<file path="src/rtl/spi_master_pkg.sv">
`default_nettype none
// ============================================================================
// Package  : spi_master_pkg
// Brief    : Shared state encoding, TX source selects and phase-order helper.
// Revision : 1.0
// ============================================================================
package spi_master_pkg;

  typedef enum logic [2:0] {
    ST_IDLE     = 3'd0,
    ST_CS_SETUP = 3'd1,
    ST_CMD      = 3'd2,
    ST_ADDR     = 3'd3,
    ST_DUMMY    = 3'd4,
    ST_DATA_TX  = 3'd5,
    ST_DATA_RX  = 3'd6,
    ST_CS_HOLD  = 3'd7
  } state_e;

  localparam logic [1:0] TX_SEL_CMD  = 2'd0;
  localparam logic [1:0] TX_SEL_ADDR = 2'd1;
  localparam logic [1:0] TX_SEL_FIFO = 2'd2;

  // nz = {rx, tx, dummy, addr, cmd} non-empty flags; phase i encodes as state i+2.
  function automatic state_e next_phase(input state_e cur, input logic [4:0] nz);
    logic [2:0] cand;
    next_phase = ST_CS_HOLD;
    for (int i = 4; i >= 0; i--) begin
      cand = 3'(i + 2);
      if (nz[i] && (cand > cur)) next_phase = state_e'(cand);
    end
  endfunction

endpackage
`default_nettype wire

</file>
<file path="src/rtl/spi_master_ctrl.sv">
`default_nettype none
// ============================================================================
// Module   : spi_master_ctrl
// Brief    : CMD/ADDR/DUMMY/DATA transaction sequencer for the APB SPI master.
// Revision : 1.0
// ============================================================================
module spi_master_ctrl
  import spi_master_pkg::*;
#(
  parameter int CS_NUM = 4,
  parameter int CNT_W  = 16
) (
  input  logic              clk,
  input  logic              rstn,
  input  logic              spi_go,
  input  logic [CS_NUM-1:0] spi_csreg,
  input  logic              en_quad,
  input  logic [5:0]        cmd_len,
  input  logic [5:0]        addr_len,
  input  logic [CNT_W-1:0]  dummy_len,
  input  logic [CNT_W-1:0]  tx_len,
  input  logic [CNT_W-1:0]  rx_len,
  input  logic [31:0]       cmd,
  input  logic [31:0]       addr,
  input  logic              spi_rise,
  input  logic              spi_fall,
  output logic              spi_clk_en,
  output logic [CS_NUM-1:0] spi_csn,
  output logic              tx_start,
  output logic [1:0]        tx_sel,
  output logic [CNT_W-1:0]  tx_len_o,
  output logic              tx_quad,
  input  logic              tx_done,
  input  logic              tx_clk_en,
  output logic              rx_en,
  output logic [CNT_W-1:0]  rx_counter,
  output logic              rx_counter_upd,
  input  logic              rx_done,
  input  logic              rx_clk_en,
  output logic              busy,
  output logic              eot
);

  state_e            state_q, state_d;
  logic [CS_NUM-1:0] cs_q;
  logic              quad_q;
  logic [5:0]        cmd_len_q, addr_len_q;
  logic [CNT_W-1:0]  dummy_len_q, tx_len_q, rx_len_q;
  logic [CNT_W-1:0]  dcnt_q, dcnt_d;
  logic              tx_start_q, tx_start_d;
  logic [1:0]        tx_sel_q, tx_sel_d;
  logic [CNT_W-1:0]  tx_len_o_q, tx_len_o_d;
  logic              tx_quad_q, tx_quad_d;
  logic [CNT_W-1:0]  rx_counter_q, rx_counter_d;
  logic              rx_upd_q, rx_upd_d;
  logic              eot_q, eot_d;
  logic [4:0]        nz;
  logic              go_accept;
  logic              in_phase;
  logic              unused_in;

  // Word data reaches the TX shifter through tx_sel; spi_rise only paces RX sampling.
  assign unused_in = ^{cmd, addr, spi_rise};

  assign nz        = {rx_len_q != '0, tx_len_q != '0, dummy_len_q != '0,
                      addr_len_q != '0, cmd_len_q != '0};
  assign go_accept = (state_q == ST_IDLE) && spi_go;

  always_comb begin
    state_d      = state_q;
    dcnt_d       = dcnt_q;
    tx_start_d   = 1'b0;
    tx_sel_d     = tx_sel_q;
    tx_len_o_d   = tx_len_o_q;
    tx_quad_d    = tx_quad_q;
    rx_counter_d = rx_counter_q;
    rx_upd_d     = 1'b0;
    eot_d        = 1'b0;

    case (state_q)
      ST_IDLE:     if (spi_go) state_d = ST_CS_SETUP;
      ST_CS_SETUP: state_d = next_phase(state_q, nz);
      ST_CMD, ST_ADDR, ST_DATA_TX: if (tx_done) state_d = next_phase(state_q, nz);
      ST_DUMMY: begin
        if (spi_fall) begin
          if (dcnt_q == dummy_len_q - 1'b1) state_d = next_phase(state_q, nz);
          else                              dcnt_d  = dcnt_q + 1'b1;
        end
      end
      ST_DATA_RX:  if (rx_done) state_d = next_phase(state_q, nz);
      ST_CS_HOLD: begin
        state_d = ST_IDLE;
        eot_d   = 1'b1;
      end
      default:     state_d = ST_IDLE;
    endcase

    // Phase-entry strobes are registered so they line up with the first cycle of the phase.
    if (state_d != state_q) begin
      case (state_d)
        ST_CMD: begin
          tx_start_d = 1'b1;
          tx_sel_d   = TX_SEL_CMD;
          tx_len_o_d = CNT_W'(cmd_len_q);
          tx_quad_d  = 1'b0;
        end
        ST_ADDR: begin
          tx_start_d = 1'b1;
          tx_sel_d   = TX_SEL_ADDR;
          tx_len_o_d = CNT_W'(addr_len_q);
          tx_quad_d  = quad_q;
        end
        ST_DATA_TX: begin
          tx_start_d = 1'b1;
          tx_sel_d   = TX_SEL_FIFO;
          tx_len_o_d = tx_len_q;
          tx_quad_d  = quad_q;
        end
        ST_DUMMY:   dcnt_d = '0;
        ST_DATA_RX: begin
          rx_upd_d     = 1'b1;
          rx_counter_d = rx_len_q;
        end
        default: ;
      endcase
    end
  end

  always_ff @(posedge clk or negedge rstn) begin
    if (!rstn) begin
      state_q      <= ST_IDLE;
      cs_q         <= '0;
      quad_q       <= 1'b0;
      cmd_len_q    <= '0;
      addr_len_q   <= '0;
      dummy_len_q  <= '0;
      tx_len_q     <= '0;
      rx_len_q     <= '0;
      dcnt_q       <= '0;
      tx_start_q   <= 1'b0;
      tx_sel_q     <= '0;
      tx_len_o_q   <= '0;
      tx_quad_q    <= 1'b0;
      rx_counter_q <= '0;
      rx_upd_q     <= 1'b0;
      eot_q        <= 1'b0;
    end else begin
      state_q      <= state_d;
      dcnt_q       <= dcnt_d;
      tx_start_q   <= tx_start_d;
      tx_sel_q     <= tx_sel_d;
      tx_len_o_q   <= tx_len_o_d;
      tx_quad_q    <= tx_quad_d;
      rx_counter_q <= rx_counter_d;
      rx_upd_q     <= rx_upd_d;
      eot_q        <= eot_d;
      if (go_accept) begin
        cs_q        <= spi_csreg;
        quad_q      <= en_quad;
        cmd_len_q   <= cmd_len;
        addr_len_q  <= addr_len;
        dummy_len_q <= dummy_len;
        tx_len_q    <= tx_len;
        rx_len_q    <= rx_len;
      end
    end
  end

  assign in_phase       = (state_q != ST_IDLE) && (state_q != ST_CS_SETUP) &&
                          (state_q != ST_CS_HOLD);
  assign spi_clk_en     = in_phase && (tx_clk_en || rx_clk_en || (state_q == ST_DUMMY));
  assign busy           = (state_q != ST_IDLE);
  assign spi_csn        = busy ? ~cs_q : '1;
  assign tx_start       = tx_start_q;
  assign tx_sel         = tx_sel_q;
  assign tx_len_o       = tx_len_o_q;
  assign tx_quad        = tx_quad_q;
  assign rx_en          = (state_q == ST_DATA_RX) && !rx_upd_q;
  assign rx_counter     = rx_counter_q;
  assign rx_counter_upd = rx_upd_q;
  assign eot            = eot_q;

endmodule
`default_nettype wire
</file>
<file path="config.mk">
export PLATFORM = sky130hd
export DESIGN_NAME = spi_master_ctrl
export DESIGN_NICKNAME = d
export VERILOG_FILES = /design/src/rtl/spi_master_pkg.sv /design/src/rtl/spi_master_ctrl.sv
export SDC_FILE = /design/constraint.sdc
export NUM_CORES = 1
export LEC_CHECK = 0
export ABC_AREA = 1
export CELL_PAD_IN_SITES_DETAIL_PLACEMENT = 1
export CELL_PAD_IN_SITES_GLOBAL_PLACEMENT = 2
export CORE_MARGIN = 5
export CORE_UTILIZATION = 25
export CTS_BUF_LIST = sky130_fd_sc_hd__clkbuf_8
export DETAILED_ROUTE_END_ITERATION = 10
export HOLD_SLACK_MARGIN = 0.1
export PLACE_DENSITY = 0.87
export SETUP_SLACK_MARGIN = 0.5
export SLEW_MARGIN = 40
export SYNTH_ARGS = -nofsm -noshare
export SYNTH_HDL_FRONTEND = slang
export SYNTH_SLANG_ARGS = --single-unit
</file>
<file path="constraint.sdc">
create_clock -name clk -period 2.6 [get_ports clk]
set_clock_uncertainty 0.1 [all_clocks]
set_input_delay 0.65 -clock clk [delete_from_list [all_inputs] [get_ports clk]]
set_output_delay 0.65 -clock clk [all_outputs]
set_load 0.02 [all_outputs]
</file>
Word level (Yosys, flattened, before mapping). Cells that the tools add are included.

Magnitude comparators: 5. Reductions and logical operators: 28. $add $sub $neg: 2. Eq/ne operators: 16. Muxes and demuxes: 25. Bitwise operators: 1.

Operator list (count): $mux 16 (5); $pmux 16 s3 (1); $reduce_bool 16->1 (3); $mux 3 (9); $eq 3x3->1 const B (7); $pmux 3 s6 (1); $add 16x1->16 const B (1); $eq 16x16->1 (1); $sub 16x1->16 const B (1); $eq 3x2->1 const B (4); $reduce_bool 6->1 (2); $logic_and 1x1->1 (10); $gt 3x3->1 const A (3); $gt 2x3->1 const A (2); $mux 1 (6); $pmux 2 s3 (1); $reduce_and 2->1 (3); $reduce_bool 3->1 (2); $reduce_or 3->1 (2); $mux 4 (1); $not 4->4 (1); $eq 3x1->1 const B (1); $logic_not 3->1 (1); $ne 3x1->1 const B (1); 7 further kinds (8).

Logic and storage cells: 93. Output and inout port bits: 45. Bits of input ports: 138. Register bits after elaboration: 122.

Longest topological paths before layout. Gate-level depths: netlist of the first run.

Depth in word-level cells: 14. Mapped depth: 24.

Worst setup path after synthesis of the first run. No wires, ideal clock.

Kind: reg2reg. Start: register dummy_len_q[0]. End: register tx_len_o_q[11], in the netlist tx_len_o[11]. Data required time: 2.384 ns. Clock period less this slack: 2.552 ns. Cell stages (with the launch flop): 19. Setup time: 0.116 ns. Slack: 0.048 ns. Data arrival time: 2.335 ns. Cells stage by stage: dfrtp_1 -> inv_1 -> ha_1 -> nand3_2 -> nor2_4 -> nand3_1 -> nand2_1 -> nand3_1 -> nor2_2 -> nand3_2 -> nor2_2 -> nand4_2 -> nand3_2 -> nand3b_4 -> nor2_4 -> nor2_4 -> buf_4 -> nand2_1 -> nand2_1.

Cells in the longest elaborated chain, start to end: 11. Elaborated cells between the ends (all ways): 19. Classes of those cells: add/sub: 1; eq/ne: 5; mux: 9; reduce/logical: 4.

RTL lines: from (decl) (line spi_master_ctrl.sv:48) `logic [CNT_W-1:0] dummy_len_q, tx_len_q, rx_len_q;`; from (signal assigned) (line spi_master_ctrl.sv:162) `dummy_len_q <= dummy_len;`; branches (longest 7 deep; another with $sub 16x1->16); $pmux 3 s6 (*) (line spi_master_ctrl.sv:80) `case (state_q)`; $eq 3x3->1 / $eq 3x2->1 (equally long branches) (line spi_master_ctrl.sv:100) `case (state_d)`; $reduce_bool 3->1 (no source line); $reduce_and 2->1 (no source line); to (signal assigned) (line spi_master_ctrl.sv:152) `tx_len_o_q <= tx_len_o_d;`; to (decl) (line spi_master_ctrl.sv:52) `logic [CNT_W-1:0] tx_len_o_q, tx_len_o_d;`.

Every way passes the cells marked *. A chain may end at the register's enable or synchronous reset.

Worst setup path in the final report of the first run.
Start: register dummy_len_q[0]. End: register dcnt_q[13].

Cells in the longest elaborated chain, start to end: 11. Elaborated cells between the ends (all ways): 19. Classes of those cells: add/sub: 1; eq/ne: 3; mux: 13; reduce/logical: 2.

RTL lines: branches (longest 10 deep; another with $sub 16x1->16); $mux 16 (*) (line spi_master_ctrl.sv:99) `if (state_d != state_q) begin`; net dcnt_d[13] (line spi_master_ctrl.sv:49) `logic [CNT_W-1:0] dcnt_q, dcnt_d;`; to (signal assigned) (line spi_master_ctrl.sv:149) `dcnt_q <= dcnt_d;`; to (decl) (line spi_master_ctrl.sv:49).

Mark *: on every way through the listed nets, which the timed path passes.

==> results of run 1 <==
## cells in the final DEF, fill, tap and decap left out, types with 6 or more instances in the layout
cell type	instances
a21oi_1	29
buf_12	6
buf_4	73
buf_6	28
clkbuf_8	17
clkdlybuf4s50_1	71
dfrtp_1	122
dlygate4sd2_1	38
inv_1	77
inv_2	19
inv_6	6
mux2_2	39
nand2_1	150
nand2_2	44
nand2_4	29
nand3_1	24
nand3_2	18
nand3_4	6
nand4_1	8
nor2_1	70
nor2_2	10
nor2_4	12
o21ai_0	6
o21ai_1	11
o21ai_2	6
xnor2_1	7
xor2_1	13
## how the worst max path moves through the flow
stage	startpoint	end	slack, ns	cells after the start
4_1_cts	dummy_len_q[0]$_DFFE_PN0P_	dcnt_q[11]$_DFF_PN0_	-0.23	20
2_1_floorplan	dummy_len_q[0]$_DFFE_PN0P_	tx_len_o[11]$_DFFE_PN0P_	0.16	18
3_3_place_gp	dummy_len_q[1]$_DFFE_PN0P_	tx_len_o[7]$_DFFE_PN0P_	-0.22	18
5_1_grt	dummy_len_q[0]$_DFFE_PN0P_	rx_counter[8]$_DFFE_PN0P_	-0.48	20
3_5_place_dp	dummy_len_q[0]$_DFFE_PN0P_	rx_counter[4]$_DFFE_PN0P_	-0.27	19
6_report	dummy_len_q[0]$_DFFE_PN0P_	dcnt_q[13]$_DFF_PN0_	-0.26	20
## power by group
group / switching, W / internal [W] / total [W]
Sequential: 0.000672 / 0.00273 / 0.00340
Combinational: 0.00392 / 0.00318 / 0.00710
Clock: 0.000890 / 0.000969 / 0.00186
## state kept, by name, indices dropped and copies added (netlist names), 2 cells and up
register and flops:
addr_len_q 6, cs_q 4, tx_len_q 16, tx_sel 2
cmd_len_q 6, rx_counter 16, dcnt_q 16, state_q 3
tx_len_o 16, rx_len_q 16, dummy_len_q 16
## worst min-delay path, delay by kind of cell (launching register included)
| kind | cells | cell delay [ns] |
|---|---|---|
| flip-flops | 1 | 0.35 |
| AND/OR/NAND/NOR | 2 | 0.09 |
## routing by layer
| metal | vias to the layer above | GRT usage | wire [µm] |
|---|---|---|---|
| li1 | 2861 | - | - |
| met1 | 2887 | 0.172 | 8650 |
| met2 | 94 | 0.252 | 10600 |
| met3 | 21 | 0.0338 | 797 |
| met4 | 0 | 0.0423 | 349 |
| met5 | - | 0 | 0 |
## layout make-up
| class | count | area, µm² | share of cell area |
|---|---|---|---|
| clock buffer | 17 | 234 | 0.0236 |
| clock inverter | 14 | 185 | 0.0187 |
| inverter | 100 | 395 | 0.0399 |
| multi-input combinational | 519 | 3410 | 0.344 |
| sequential | 122 | 3050 | 0.308 |
| tap | 330 | 413 | 0.0416 |
| timing repair buffer | 226 | 2220 | 0.224 |
## kinds of logic (layout without fill, tap and decap cells)
kind of cell	count (synthesis)	count (layout)	synth area share
simple gates	392	396	0.280
flops	122	122	0.487
buf+inv	118	357	0.0749
compound gates	62	62	0.0555
mux	39	39	0.0701
xor+xnor	20	20	0.0280
fa+ha+maj	2	2	0.00399
## timing repair
item / 4_1_cts / 5_1_grt
gates cloned: 6 / 3
setup endpoints to repair: 100 / 63
resized for setup: 182 / 122
hold endpoints to repair: 3 / 0
pin swaps: 55 / 35
buffers inserted: 23 / 12
hold buffers: 1 / 0
## stage by stage
stage / power (W) / instances / hold slack (ns) / TNS [ns]
6_report: 0.0124 / 1328 / 0.378 / -11.04
5_1_grt: 0.0133 / 1328 / 0.400 / -22.62
4_1_cts: 0.0118 / 1313 / 0.385 / -9.42
3_5_place_dp: 0.00873 / 1252 / 0.355 / -11.10
3_3_place_gp: 0.00854 / 1252 / 0.354 / -7.78
2_1_floorplan: 0.00643 / 755 / 0.254 / 0
==> flow_metrics.py, run 1 <==
metrics = {
    "cts": {
        "cts_buffers": 17,
        "insertion_delay_ns": 0.45,
        "htreeDepth": 4,
        "cts.sinks": 122,
        "cts_tree": "built",
        "clk_pin_slew_ns": 0.08,
        "root_buffer": "clkbuf_8",
        "clk_path_buf_depth": 2,
    },
    "floorplan": {
        "dieHeight_um": 168,
        "die_w_um": 168,
        "dieArea_um2": 28300,
        "core_um2": 24900,
        "initial_core_util": 0.252,
        "fp-row-count": 58,
        "io_pins": 183,
    },
    "yosys": {
        "synthCells": 755,
        "yosysWarnings": 0,
        "synth-seq-cells": 122,
        "synth_top_area_frac": 0.487,
        "yosys.cell_count.top_type": "nand2_1",
        "ys_types": 38,
        "synth-edff-count": 0,
        "synthArstFlopShare": 1.00,
        "syn-num-nets": 895,
        "syn_avg_cell_area_um2": 8.30,
        "yosysSeqAreaShare": 0.487,
        "synthFlopType": "dfrtp_1",
        "yosys-top-cells-area": "dfrtp_1, nand2_1, mux2_2",
        "syn-cell-area_um2": 6260,
        "synth_commonest_cells": "nand2_1, dfrtp_1, inv_1",
        "synth_top_cell_by_area": "dfrtp_1",
    },
    "place": {
        "dp_hpwl_mm": 13.6,
        "placed_cell_area_um2": 8370,
        "place_ws_ns": -0.272,
        "gp_congestion": 0.828,
        "numPortBuffers": 117,
    },
    "global_routing": {
        "grt_max_degree": 120,
        "grt_pass1_wl_mm": 32.4,
        "grt_pass1_vias": 6379,
        "antenna_found_initial": 0,
        "overflow": 0,
        "grtUsageTotal": 0.142,
    },
    "min_path": {
        "hold_class": "register to register",
        "holdPathStages": 2,
        "worstHoldStart": "tx_len_o[2]$_DFFE_PN0P_",
        "min_to": "tx_len_o[2]$_DFFE_PN0P_",
    },
    "layout": {
        "design_area_um2": 9920,
        "nFillCells": 2893,
        "final_util": 0.398,
        "syn_to_final_growth_pct": 58.3,
        "drive_gt1_frac": 0.355,
        "nNetsFinal": 1126,
        "antenna_cells": 0,
    },
    "route": {
        "routed_wirelength_mm": 20.4,
        "dr.pass1.iters": 4,
        "avgViaCountPerCell": 4.41,
        "wire_per_inst_um": 15.3,
        "drc": 0,
        "drt_iter0_markers": 185,
        "via_count": 5863,
        "postRouteAntennaNets": 0,
    },
    "timing": {
        "fmax_mhz": 349,
        "relSlewSlack": 0.547,
        "setup_viol": 53,
        "tightest_slew_ns": 0.680,
        "hold_viol": 0,
        "rsz0062_at_grt": "yes",
        "slew_violations": 0,
        "postLayoutSetupSlackWorst_ns": -0.263,
        "fin_crit_sh": 1.10,
        "min_period_ns": 2.86,
    },
    "worst_setup_path": {
        "start_kind": "register",
        "r2r_setup_slack_ns": -0.26,
        "cp-end-kind": "register",
        "cp.arrival_ns": 3.15,
        "reg2reg_to": "dcnt_q[13]$_DFF_PN0_",
        "crit_slowest_cell": "dfrtp_1",
        "cp_cell_sequence": "inv_2 -> ha_4 -> nand3_4 -> nor2_4 -> nand2_1 -> nand2_1 -> nand2_2 -> buf_4 -> nand3_2 -> nor2_2 -> nand3_4 -> buf_6 -> nand2_4 -> nor2_4 -> nand4_1 -> buf_4 -> nor3_4 -> xor2_1 -> nand2_2 -> inv_1",
        "r2r_start": "dummy_len_q[0]$_DFFE_PN0P_",
        "path_buf_inv": 5,
        "crit_fanout": 8,
        "slowest_delay_ns": 0.40,
        "worstSetupPathType": "register to register",
        "cpLargestDelayFamily": "simple AND/OR/NAND/NOR gates",
        "required_ns": 2.89,
        "rr_worst_depth": 20,
    },
    "job": {
        "cap_violations": 0,
    },
    "pwr": {
        "power_density_nw_per_um2": 1250,
        "leakage_nw": 4.92,
        "max-vdd-ir-drop_mv": 0.513,
    },
    "status": {
        "violations": "setup timing",
        "status": "finished with violations",
    },
}
Power figures use the tool's default switching activity.
==> run 2: changes to the inputs <==
==> constraint.sdc (replaced) <==
create_clock -name clk -period 2.6 [get_ports clk]
set_clock_uncertainty 0.1 [all_clocks]
set_input_delay 0.26 -clock clk [delete_from_list [all_inputs] [get_ports clk]]
set_output_delay 0.26 -clock clk [all_outputs]
set_load 0.02 [all_outputs]
==> run 2 against run 1 <==
Net effect:
- the flow still finishes with violations (setup timing)
- combinational power fell by 9.4%
- largest power group unchanged
- first-iteration DRC count fell by 7.6%
- global-route usage fell by 0.64 points
- sequential cell count did not move
- fmax rose by 1.2%
- hold slack got worse by 0.21 ns
==> flow_metrics.py, run 2 (synthesis gave the netlist of run 1 again) <==
metrics = {
    "pwr": {
        "power_density_nw_per_um2": 1250,
        "max-vdd-ir-drop_mv": 0.503,
        "leakage_nw": 4.58,
    },
    "route": {
        "postRouteAntennaNets": 0,
        "routed_wirelength_mm": 19.3,
        "dr.pass1.iters": 4,
        "wire_per_inst_um": 14.6,
        "drt_iter0_markers": 171,
        "top_layer": "met4",
        "avgViaCountPerCell": 4.33,
        "met2WireLength_mm": 9.84,
        "via_count": 5709,
        "met3_length_um": 817,
        "drc": 0,
        "wl_met1_mm": 8.27,
    },
    "worst_setup_path": {
        "crit_fanout": 8,
        "cp.arrival_ns": 3.11,
        "slowest_delay_ns": 0.42,
        "start_kind": "register",
        "cp-end-kind": "register",
        "cpLargestDelayFamily": "simple AND/OR/NAND/NOR gates",
        "required_ns": 2.88,
        "crit_slowest_cell": "dfrtp_1",
        "cp_cell_sequence": "buf_4 -> inv_2 -> nand3_4 -> nor2_4 -> nand2_2 -> o21ai_1 -> nand2_1 -> nand2_1 -> nand2_1 -> nor2_1 -> a21oi_4 -> nand3_4 -> buf_12 -> a21oi_4 -> buf_4 -> nor2_2 -> nand2_1 -> nand2_1",
        "critPathMostFrequentCell": "nand2_1",
        "worstSetupPathType": "register to register",
        "path_buf_inv": 4,
    },
    "timing": {
        "fin_crit_sh": 1.09,
        "slew_violations": 0,
        "relSlewSlack": 0.603,
        "rsz0062_at_grt": "yes",
        "whs_ns": 0.167,
        "min_period_ns": 2.83,
        "hold_viol": 0,
        "fmax_mhz": 353,
        "postLayoutSetupSlackWorst_ns": -0.230,
        "setup_viol": 52,
        "tightest_slew_ns": 0.595,
        "final.setup.tns_ns": -6.82,
    },
    "place": {
        "placed_cells": 1256,
        "numPortBuffers": 117,
        "dp_hpwl_mm": 13.9,
        "gp_congestion": 0.834,
        "place_ws_ns": -0.296,
    },
    "floorplan": {
        "die_w_um": 168,
        "dieHeight_um": 168,
        "core_um2": 24900,
        "initial_core_util": 0.252,
        "io_pins": 183,
        "dieArea_um2": 28300,
        "fp-row-count": 58,
    },
    "layout": {
        "final_util": 0.376,
        "layout_commonest_cell": "nand2_1",
        "antenna_cells": 0,
        "syn_to_final_growth_pct": 49.3,
        "drive_gt1_frac": 0.271,
        "mostFrequentLayoutCells": "nand2_1, dfrtp_1, clkdlybuf4s50_1",
        "nNetsFinal": 1117,
        "nFillCells": 2935,
        "fin_cells": 1320,
    },
    "global_routing": {
        "grtUsageTotal": 0.136,
        "grt_pass1_wl_mm": 31.1,
        "grt_max_degree": 64,
        "overflow": 0,
        "grt_pass1_vias": 6136,
        "antenna_found_initial": 0,
    },
    "cts": {
        "cts_buffers": 17,
        "cts_tree": "built",
        "insertion_delay_ns": 0.44,
        "root_buffer": "clkbuf_8",
        "cts.sinks": 122,
        "clk_pin_slew_ns": 0.09,
        "clk_path_buf_depth": 2,
        "htreeDepth": 4,
    },
    "status": {
        "status": "finished with violations",
        "violations": "setup timing",
    },
    "job": {
        "cap_violations": 0,
    },
    "min_path": {
        "hold_class": "primary input to async pin",
    },
}
[run 2: cell count changes in the layout (fill, tap and decap cells not counted), sizes merged]
cell | previous run | this run
inv | 104 | 106
clkinv | 5 | 3
buf | 112 | 101
dlygate4sd2 | 38 | 1
clkbuf | 21 | 18
clkdlybuf4s50 | 71 | 109
clkdlybuf4s15 | 0 | 4
clkinvlp | 2 | 3
[run 2: routing by layer]
metal / vias to the layer above / global-route usage
li1: 2828 / -
met1: 2771 / 0.166
met2: 93 / 0.239
met3: 17 / 0.0350
met4: 0 / 0.0346
met5: - / 0
[run 2: worst reg2reg max path, stage by stage (launching register included)]
cell	delay, ns
dfrtp_1	0.42
buf_4	0.15
inv_2	0.08
nand3_4	0.11
nor2_4	0.20
nand2_2	0.11
o21ai_1	0.21
nand2_1	0.09
nand2_1	0.07
nand2_1	0.09
nor2_1	0.22
a21oi_4	0.08
nand3_4	0.14
buf_12	0.13
a21oi_4	0.07
buf_4	0.15
nor2_2	0.21
nand2_1	0.08
nand2_1	0.06
[run 2: through the flow]
step	total power (W)	instance area, µm²
3_5_place_dp	0.00886	8400
5_1_grt	0.0126	9350
4_1_cts	0.0113	9080
3_3_place_gp	0.00867	8400
6_report	0.0117	9350
2_1_floorplan	0.00643	6340
[run 2: power by group]
part           switching, W  internal (W)  total [W]  leakage, nW
sequential         0.000610       0.00273    0.00334         1.49
clock              0.000909      0.000987    0.00190        0.214
combinational       0.00355       0.00289    0.00643         2.87
total               0.00507       0.00660     0.0117         4.58
[run 2: path summary, 6_finish.rpt]
check,from,cells after the start,slack (ns),to
worst max-delay path,dummy_len_q[2]$_DFFE_PN0P_,18,-0.23,tx_len_o[1]$_DFFE_PN0P_
worst min-delay path,rstn,2,0.17,cs_q[1]$_DFFE_PN0P_
worst min register to register,tx_len_o[3]$_DFFE_PN0P_,2,0.38,tx_len_o[3]$_DFFE_PN0P_
min in group clk,rx_len[10],3,0.29,rx_len_q[10]$_DFFE_PN0P_
max in group asynchronous,rstn,3,1.54,rx_len_q[13]$_DFFE_PN0P_
worst max register to register,dummy_len_q[2]$_DFFE_PN0P_,18,-0.23,tx_len_o[1]$_DFFE_PN0P_
[run 2: final cells by class]
cell class,instances,area (µm²),area share
sequential,122,3050,0.327
multi-input combinational,519,3050,0.326
timing repair buffer,217,2020,0.216
tap,330,413,0.0442
inverter,100,384,0.0411
clock buffer,17,234,0.0250
clock inverter,15,200,0.0214
[run 2: what timing repair did]
item,CTS,global route
resized for setup,52,38
cloned,3,1
pin swaps,28,15
endpoints found under the hold margin,122,0
setup endpoints to repair,62,61
hold buffers,1,0
setup buffers,11,16
==> run 3: changes to the inputs <==
Settings changed: CORE_MARGIN 5 to 1.
==> run 3 against run 2 <==
Net effect:
- the flow still finishes with violations (setup timing)
- worst setup slack better by 0.041 ns
- power fell by 3.2%
- combinational power shrank 6.1%
- sequential power rose by 1%
- first-iteration DRC count up 23%
- critical endpoint is now tx_len_o[11]$_DFFE_PN0P_
==> flow_metrics.py, run 3 (synthesis gave the netlist of run 1 again) <==
metrics = {
    "cts": {
        "insertion_delay_ns": 0.45,
        "cts_buffers": 17,
        "cts.sinks": 122,
        "cts_tree": "built",
        "clk_pin_slew_ns": 0.09,
        "htreeDepth": 4,
        "root_buffer": "clkbuf_8",
        "clk_path_buf_depth": 2,
    },
    "layout": {
        "nFillCells": 2893,
        "syn_to_final_growth_pct": 48.1,
        "nNetsFinal": 1096,
        "antenna_cells": 0,
        "layout_commonest_cell": "nand2_1",
        "design_area_um2": 9270,
        "mostFrequentLayoutCells": "nand2_1, dfrtp_1, clkdlybuf4s50_1",
        "drive_gt1_frac": 0.275,
        "ff_latch_area_um2": 3050,
        "multi_input_area_um2": 3110,
    },
    "status": {
        "status": "finished with violations",
        "violations": "setup timing",
    },
    "place": {
        "numPortBuffers": 117,
        "dp_hpwl_mm": 13.1,
        "gp_congestion": 0.798,
        "placed_cell_area_um2": 8270,
    },
    "route": {
        "drc": 0,
        "via_count": 5599,
        "drt_iter0_markers": 211,
        "routed_wirelength_mm": 18.4,
        "avgViaCountPerCell": 4.33,
        "postRouteAntennaNets": 0,
        "dr.pass1.iters": 4,
        "wire_per_inst_um": 14.2,
    },
    "timing": {
        "whs_ns": 0.179,
        "min_period_ns": 2.79,
        "hold_viol": 0,
        "postLayoutSetupSlackWorst_ns": -0.189,
        "fmax_mhz": 359,
        "relSlewSlack": 0.598,
        "fin_crit_sh": 1.07,
        "slew_violations": 0,
        "rsz0062_at_grt": "yes",
        "tightest_slew_ns": 0.604,
        "setup_viol": 53,
    },
    "worst_setup_path": {
        "cp.arrival_ns": 3.08,
        "start_kind": "register",
        "path_buf_inv": 2,
        "r2r_setup_slack_ns": -0.19,
        "crit_slowest_cell": "dfrtp_1",
        "crit_fanout": 8,
        "worstSetupPathType": "register to register",
        "cp_cell_sequence": "inv_2 -> ha_4 -> nand3_4 -> nor2_4 -> nand2_2 -> nand2_1 -> nand2_1 -> nor2_1 -> nand2_1 -> nor2_1 -> nand4_1 -> nand2_2 -> nand2_4 -> nand2_4 -> nor2_4 -> a21oi_4 -> clkinv_4 -> nand2_8 -> nand2_4 -> nand2_2",
        "rr_worst_depth": 20,
        "cp-end-kind": "register",
        "slowest_delay_ns": 0.40,
        "path_depth": 20,
        "cpLargestDelayFamily": "simple AND/OR/NAND/NOR gates",
        "required_ns": 2.89,
    },
    "floorplan": {
        "fp-row-count": 57,
        "die_w_um": 160,
        "dieHeight_um": 160,
        "initial_core_util": 0.256,
        "io_pins": 183,
        "core_um2": 24500,
        "dieArea_um2": 25700,
    },
    "global_routing": {
        "antenna_found_initial": 0,
        "grtUsageTotal": 0.148,
        "grt_max_degree": 60,
        "grt_pass1_wl_mm": 30.5,
        "grt_pass1_vias": 6070,
        "overflow": 0,
    },
    "pwr": {
        "max-vdd-ir-drop_mv": 0.432,
        "leakage_nw": 4.59,
        "total_power_w": 0.0113,
        "power_density_nw_per_um2": 1220,
    },
    "job": {
        "cap_violations": 0,
    },
    "min_path": {
        "hold_class": "primary input to async pin",
    },
}
[run 3: cell count changes in the layout (fill, tap and decap cells not counted), sizes merged]
cell | before | now
dlygate4sd2 | 1 | 0
buf | 101 | 84
clkdlybuf4s15 | 4 | 0
nand2 | 227 | 226
nor2 | 92 | 91
clkbuf | 18 | 21
[run 3: stage by stage]
| stage | TNS [ns] | utilization | setup WS [ns] | cells |
|---|---|---|---|---|
| 3_3_place_gp | -4.80 | 0.338 | -0.204 | 1235 |
| 4_1_cts | -4.80 | 0.363 | -0.156 | 1275 |
| 2_1_floorplan | 0 | - | 0.157 | 755 |
| 6_report | -6.62 | 0.379 | -0.189 | 1293 |
| 5_1_grt | -16.85 | 0.379 | -0.382 | 1293 |
| 3_5_place_dp | -7.99 | 0.338 | -0.235 | 1235 |
[run 3: power by group]
| part | internal (W) | switching [W] | leakage, nW |
|---|---|---|---|
| registers | 0.00273 | 0.000659 | 1.49 |
| logic | 0.00268 | 0.00336 | 2.89 |
| clock network | 0.000968 | 0.000896 | 0.207 |
[run 3: metal layers]
layer  up-vias  track usage  wire length (µm)
met4         0       0.0476               256
met1      2734        0.186              8420
met3        16       0.0286               515
li1       2776            -                 -
met5         -            0                 0
met2        73        0.256              9220
[run 3: area by class of cell]
type,count,share of cell area
Clock buffer,17,0.0252
Clock inverter,15,0.0204
Inverter,100,0.0410
Multi-Input combinational cell,517,0.336
Sequential cell,122,0.329
Tap cell,324,0.0437
Timing Repair Buffer,198,0.205
[run 3: timing repair]
action,CTS,global route
gates resized for setup,51,83
endpoints found under the hold margin,85,0
setup endpoints to repair,62,62
pin swaps,20,27
cloned,0,4
buffers inserted,7,14
hold buffers,1,0
[run 3: worst reg2reg max path, cell delays in order, from the launching register on]
cell and delay (ns):
dfrtp_1 0.40, inv_2 0.13, ha_4 0.17, nand3_4 0.11
nor2_4 0.20, nand2_2 0.10, nand2_1 0.07, nand2_1 0.05
nor2_1 0.10, nand2_1 0.07, nor2_1 0.09, nand4_1 0.14
nand2_2 0.11, nand2_4 0.08, nand2_4 0.10, nor2_4 0.07
a21oi_4 0.20, clkinv_4 0.17, nand2_8 0.16, nand2_4 0.06
nand2_2 0.06
[run 3: final timing paths]
kind	from	endpoint
min in group clk	rx_len[7]	rx_len_q[7]$_DFFE_PN0P_
worst max-delay path	dummy_len_q[0]$_DFFE_PN0P_	tx_len_o[11]$_DFFE_PN0P_
worst max register to register	dummy_len_q[0]$_DFFE_PN0P_	tx_len_o[11]$_DFFE_PN0P_
max in group asynchronous	rstn	rx_counter[0]$_DFFE_PN0P_
worst min register to register	tx_len_o[2]$_DFFE_PN0P_	tx_len_o[2]$_DFFE_PN0P_
worst min-delay path	rstn	tx_len_o[3]$_DFFE_PN0P_
